### src/rtl/ped_pkg.sv
// ped_pkg: state encoding and shared constants for the
// pedestrian walk controller (ped_walk_ctrl, sec_tick_gen).
package ped_pkg;

  typedef enum logic [2:0] {
    IDLE  = 3'd0,
    WALK  = 3'd1,
    FLASH = 3'd2,
    CLEAR = 3'd3,
    FAULT = 3'd4
  } ped_state_e;

  localparam int unsigned DEF_CLK_PER_SEC = 50000000;

endpackage

### src/rtl/sec_tick_gen.sv
// sec_tick_gen: free-running 1 s prescaler with a half-second
// tick; clr restarts the second so a walk begins on a boundary.
module sec_tick_gen
  import ped_pkg::*;
#(
  parameter int unsigned CLK_PER_SEC = DEF_CLK_PER_SEC
) (
  input  logic clk,
  input  logic rstn,
  input  logic clr,
  output logic sec_tick,
  output logic half_tick
);

  localparam int unsigned W = $clog2(CLK_PER_SEC);
  localparam logic [W-1:0] TERM = W'(CLK_PER_SEC - 1);
  localparam logic [W-1:0] HALF = W'(CLK_PER_SEC / 2 - 1);
  localparam logic [W-1:0] ONE  = W'(1);

  logic [W-1:0] cnt_q, cnt_d;

  assign sec_tick  = (cnt_q == TERM);
  assign half_tick = sec_tick | (cnt_q == HALF);

  always_comb begin
    cnt_d = cnt_q + ONE;
    if (clr || sec_tick) cnt_d = '0;
  end

  always_ff @(posedge clk) begin
    if (!rstn) cnt_q <= '0;
    else       cnt_q <= cnt_d;
  end

endmodule

### src/rtl/ped_walk_ctrl.sv
// ped_walk_ctrl: pedestrian WALK/DON'T-WALK stage behind gry_light.
// Define PED_BEEP_EN to add the registered audible beep output.
module ped_walk_ctrl
  import ped_pkg::*;
#(
  parameter int unsigned CLK_PER_SEC = DEF_CLK_PER_SEC,
  parameter int unsigned WALK_SEC    = 10,
  parameter int unsigned FLASH_SEC   = 5,
  parameter int unsigned CNT_W       = 8
) (
  input  logic             clk,
  input  logic             rstn,
  input  logic             green,
  input  logic             yellow,
  input  logic             red,
  input  logic             ped_btn,
  output logic             walk,
  output logic             dont_walk,
  output logic [CNT_W-1:0] countdown,
  output logic             req_pending,
  output logic             fault
`ifdef PED_BEEP_EN
  ,
  output logic             beep
`endif
);

  localparam logic [CNT_W-1:0] CD_FULL  = CNT_W'(WALK_SEC + FLASH_SEC);
  localparam logic [CNT_W-1:0] CD_FLASH = CNT_W'(FLASH_SEC);
  localparam logic [CNT_W-1:0] CD_ONE   = CNT_W'(1);

  ped_state_e       state_q, state_d;
  logic             red_q;
  logic             walk_q, walk_d;
  logic             dw_q, dw_d;
  logic [CNT_W-1:0] cd_q, cd_d;
  logic             req_q, req_d;
  logic             fault_q, fault_d;
  logic             clr;
  logic             sec_tick, half_tick;
  logic             red_rise, lights_ok;

  assign red_rise  = red & ~red_q;
  assign lights_ok = $onehot({green, yellow, red});

  sec_tick_gen #(
    .CLK_PER_SEC(CLK_PER_SEC)
  ) u_tick (
    .clk      (clk),
    .rstn     (rstn),
    .clr      (clr),
    .sec_tick (sec_tick),
    .half_tick(half_tick)
  );

  always_comb begin
    state_d = state_q;
    walk_d  = walk_q;
    dw_d    = dw_q;
    cd_d    = cd_q;
    req_d   = req_q;
    fault_d = fault_q;
    clr     = 1'b0;
    if (!lights_ok || state_q == FAULT) begin
      state_d = FAULT;
      fault_d = 1'b1;
      walk_d  = 1'b0;
      dw_d    = 1'b1;
      cd_d    = '0;
      req_d   = 1'b0;
    end else begin
      unique case (state_q)
        IDLE: begin
          if (ped_btn) req_d = 1'b1;
          if (red_rise && (req_q || ped_btn)) begin
            state_d = WALK;
            walk_d  = 1'b1;
            dw_d    = 1'b0;
            cd_d    = CD_FULL;
            req_d   = 1'b0;
            clr     = 1'b1;
          end
        end
        WALK: begin
          if (!red) begin
            state_d = CLEAR;
            walk_d  = 1'b0;
            dw_d    = 1'b1;
            cd_d    = '0;
          end else if (sec_tick) begin
            cd_d = cd_q - CD_ONE;
            if (cd_d == CD_FLASH) begin
              state_d = FLASH;
              walk_d  = 1'b0;
              dw_d    = 1'b1;
            end
          end
        end
        FLASH: begin
          if (ped_btn) req_d = 1'b1;
          if (!red) begin
            state_d = CLEAR;
            dw_d    = 1'b1;
            cd_d    = '0;
          end else begin
            if (half_tick) dw_d = ~dw_q;
            if (sec_tick) cd_d = cd_q - CD_ONE;
            // the final toggle coincides with the last tick
            if (sec_tick && cd_d == '0) begin
              state_d = CLEAR;
              dw_d    = 1'b1;
            end
          end
        end
        CLEAR: begin
          if (ped_btn) req_d = 1'b1;
          if (!red) state_d = IDLE;
        end
        default: ;
      endcase
    end
  end

  always_ff @(posedge clk) begin
    if (!rstn) begin
      state_q <= IDLE;
      red_q   <= 1'b0;
      walk_q  <= 1'b0;
      dw_q    <= 1'b1;
      cd_q    <= '0;
      req_q   <= 1'b0;
      fault_q <= 1'b0;
    end else begin
      state_q <= state_d;
      red_q   <= red;
      walk_q  <= walk_d;
      dw_q    <= dw_d;
      cd_q    <= cd_d;
      req_q   <= req_d;
      fault_q <= fault_d;
    end
  end

  assign walk        = walk_q;
  assign dont_walk   = dw_q;
  assign countdown   = cd_q;
  assign req_pending = req_q;
  assign fault       = fault_q;

`ifdef PED_BEEP_EN
  logic beep_q, beep_d;

  // prescaler restarts on WALK entry, so the first half is high
  always_comb begin
    beep_d = 1'b0;
    if (state_d == WALK)
      beep_d = (state_q == WALK) ? (beep_q ^ half_tick) : 1'b1;
    else if (state_d == FLASH)
      beep_d = dw_d;
  end

  always_ff @(posedge clk) begin
    if (!rstn) beep_q <= 1'b0;
    else       beep_q <= beep_d;
  end

  assign beep = beep_q;
`endif

endmodule

### config.mk
export PLATFORM = sky130hd
export DESIGN_NAME = ped_walk_ctrl
export DESIGN_NICKNAME = d
export VERILOG_FILES = /design/src/rtl/ped_pkg.sv /design/src/rtl/sec_tick_gen.sv /design/src/rtl/ped_walk_ctrl.sv
export SDC_FILE = /design/constraint.sdc
export NUM_CORES = 1
export LEC_CHECK = 0
export BUFFER_PORTS_ARGS = -buffer_cell sky130_fd_sc_hd__buf_2
export CAP_MARGIN = 20
export CORE_MARGIN = 2
export CORE_UTILIZATION = 50
export CTS_CLUSTER_SIZE = 10
export DETAILED_ROUTE_END_ITERATION = 10
export PLACE_DENSITY = 0.68
export RECOVER_POWER = 100
export SLEW_MARGIN = 25
export SYNTH_ARGS = -nofsm -noshare
export SYNTH_HDL_FRONTEND = slang
export SYNTH_SLANG_ARGS = --single-unit
export TNS_END_PERCENT = 5
### constraint.sdc
create_clock -name clk -period 3.1 [get_ports clk]
set_input_delay 0.62 -clock clk [delete_from_list [all_inputs] [get_ports clk]]
set_output_delay 0.62 -clock clk [all_outputs]
set_load 0.02 [all_outputs]
==> metrics.md <==
| Metric | Value |
|---|---|
| Main combinational cell family by area after synthesis | simple AND/OR/NAND/NOR gates |
| Most common cell in the netlist | nor2_1 |
| Period minus WS final | about 2.6 ns |
| Worst Tran Pin Value | around 0.56 ns |
| RSZ-0062 raised after global routing | false |
| Crit end category | register |
| Power Dens Cells | 389.5 mW/mm^2 |
| Num CTS Buffers | 5 |
| Worst setup SP type | primary input |
| Antenna-violating nets left | 0 |
| Final Core Density | 0.5743 |
| WP data required | 3.25 ns |
| Area fraction of the dominant cell type after synthesis | 0.3609 |
| Setup TNS | 0 ns |
| Clk buf depth | 2 |
| # diodes | 0 |
| Period Utilization, post-route | 0.8430 |
| Post-Route WL | 4602 um |
| Non-filler cells, final | around 360 |
| Port Buf Inserts | 17 |
| Rows | 24 |
| Cell mode on critical path | nand2b_1 |
| Die height | 72.26 um |
| Ranking of synthesized cells by area | dfxtp_1 (36%), nor2_1 (8.4%), xnor2_1 (6.0%) |
| Yosys cell types | 53 |
| Post-synth EDFFs | 0 |
| Syn nets | 294 |
| Total GRT Usage | 0.1956 |
| Gpl congestion | approximately 0.84 |
| Placed cell areas | 0.002475 mm^2 |
| Hpwl dp | between 3000 and 4000 um |
| Core ar. | 0.004414 mm^2 |
| Worst IR Drop VDD | 0.0003119 V |
| NumNets Final | 312 |
| Share of post-route cells with drive strength above 1 | 0.08581 |
| Grt total ovfl | 0 |
| H-tree depth reported by CTS | 2 |
| Clk root buf | clkbuf_8 |
| XOR/XNOR Fraction of Synth Area | 0.09774 |
| Yosys reg bits | 42 |
| CP Data Arrival Time | approximately 2.8 ns |
| DR WL/cell | 12.96 um |
| I/O Pins | 18 |
| First-pass GRT wire length | 8169 um |
| DR DRC count | 0 |
| Setup Buffers After CTS | 0 |
| Status | finished clean |
| Post-CTS resize count | 0 |
| Adder-Cell Fraction of Synth Area | 0.02470 |
| Clk_lat worst skew | ~0.29 ns |
| Cts hold-fix bufs | 0 |
| Layout area overhead | 8.808% |
| Largest net degree at the start of global routing | 26 |
| CP Max Fanout | 25 |
| Post-Syn Area | 0.002330 mm^2 |
| Final hold violation count | 0 |
| Leakage | 0.8355 nW |
| Clock sink total | 42 |
| Crit-path cells | clkbuf_1 -> nand2b_1 -> nor3b_1 -> nand2b_1 -> o21ai_0 -> or2b_1 -> clkbuf_2 -> nor2_1 |
| Die area | 0.005222 mm^2 |
| Max-Slew Margin vs Limit | 0.6233 |
| DR vias | 1968 |
| # Max-Cap Violations | 0 |
| Via density | 5.544 |
| CP peak stage delay | 0.40 ns |
| Syn_area_per_cell | 8.203 um^2 |
| Yosys warnings | 0 |
| Leading area contributor after synthesis | dfxtp_1 |
| Critical path class | in2reg |
| Clk slew on worst S/H paths | 0.07 ns |
| Initial Util | 0.5278 |
| Die span in x | between 70 and 80 um |
| Async S/R FF share, synth | 0 |
| Sequential element share of the synthesized area | 0.3609 |
| CTS tree | done |
| Leading post-synthesis cells by instance count | nor2_1 (52), dfxtp_1 (42), nand2_1 (22) |
| Initial antenna violation count | 0 |
| Simple-gate share of the synthesized area | 0.3206 |
| Vias in the first global route | 1809 |
| Setup violators final | 0 |
| Synth Flop Type | dfxtp_1 |
| Clock Skew | about 0.010 ns |
| Worst Hold Class | reg2reg |
| Post-synthesis mux area share | 0 |
| Synth Area in Compound Gates | 0.1504 |
| DR iter-0 viols | between 100 and 150 |
| Synthesized instance count | around 280 |
| Max stage delay cell, worst path | clkbuf_2 |
| Drt first pass iters | 4 |
| Fmax | 382.7 MHz |
| Placed cells | 347 |
| Fillers | 412 |
| Design Area, Final | between 0.002 and 0.003 mm^2 |
| Final Max Tran Viols | 0 |
cell families (layout without fill, tap and decap cells):
| logic type | count (synthesis) | in the layout |
|---|---|---|
| AOI/OAI and AO/OA | 47 | 47 |
| xor gates and xnor gates | 26 | 26 |
| adders and majority gates | 4 | 4 |
| buffers and inverters | 27 | 46 |
| DFF | 42 | 42 |
| and+or+nand+nor | 138 | 138 |
worst max-delay path, delay by kind of cell:
| kind | cells | cell delay [ns] |
|---|---|---|
| AOI/OAI and AO/OA | 1 | 0.33 |
| and+or+nand+nor | 5 | 1.14 |
| buffers and inverters | 2 | 0.68 |
layout by cell type, fill, tap and decap left out, types with 3 or more instances in the layout:
cell type and count:
a211oi_1 5, a21oi_1 6, a311oi_1 3, a31oi_1 7, buf_2 4, buf_4 4
clkbuf_1 15, clkbuf_8 6, dfxtp_1 42, ha_1 3, inv_1 14, nand2_1 22
nand2b_1 7, nand3_1 6, nand4_1 11, nor2_1 52, nor2b_1 3, nor3_1 7
nor4_1 3, nor4b_1 3, o21ai_0 8, or3_1 4, xnor2_1 16, xor2_1 10
routing by layer:
| layer | vias up | global-route usage | routed length [um] |
|---|---|---|---|
| li1 | 1036 | - | - |
| met2 | 31 | 0.3048 | 2109 |
| met4 | 0 | 0.05870 | 51 |
| met1 | 897 | 0.2715 | 2301 |
| met3 | 4 | 0.04306 | 139 |
| met5 | - | 0 | 0 |
registers in the layout, indices dropped and copies added, names as in the netlist:
register,count
u_tick.cnt_q,26
countdown,8
state_q,3
dont_walk,1
fault,1
red_q,1
req_pending,1
walk,1
power breakdown:
group,switching [mW],internal (mW)
Clock,0.185,0.180
Sequential,0.00832,0.547
Combinational,0.0427,0.0249
metrics by stage:
stage | hold slack [ns] | setup WS, ns | power [mW]
after floorplan | 0.4299 | 0.4175 | 0.6180
after global placement | 0.4483 | 0.4554 | 0.6383
after detailed placement | 0.4536 | 0.3754 | 0.6383
after CTS | 0.4709 | 0.6421 | 1.000
after global routing | 0.5259 | 0.2220 | 1.036
final | 0.4653 | 0.4868 | 0.9874
path summary, 6_finish.rpt:
| check | start | to | slack, ns | cells past startpoint |
|---|---|---|---|---|
| min reg2reg | u_tick.cnt_q[0]$_SDFF_PP0_ | u_tick.cnt_q[0]$_SDFF_PP0_ | 0.47 | 1 |
| min | u_tick.cnt_q[0]$_SDFF_PP0_ | u_tick.cnt_q[0]$_SDFF_PP0_ | 0.47 | 1 |
| max | red | u_tick.cnt_q[6]$_SDFF_PP0_ | 0.49 | 8 |
| max reg2reg | countdown[0]$_SDFFE_PP0P_ | dont_walk$_SDFFE_PP1P_ | 0.51 | 8 |
area by class of cell:
cell class              count  area [um^2]  area share
well taps                  52        65.06     0.02567
multi-input cells         215         1374      0.5420
flip-flops and latches     42        840.8      0.3317
inverters                  15        56.30     0.02221
clock inverters             1        5.005    0.001974
repair buffers             23        107.6     0.04245
clock buffers               7        86.33     0.03406
(Power assumes the default switching activity.)
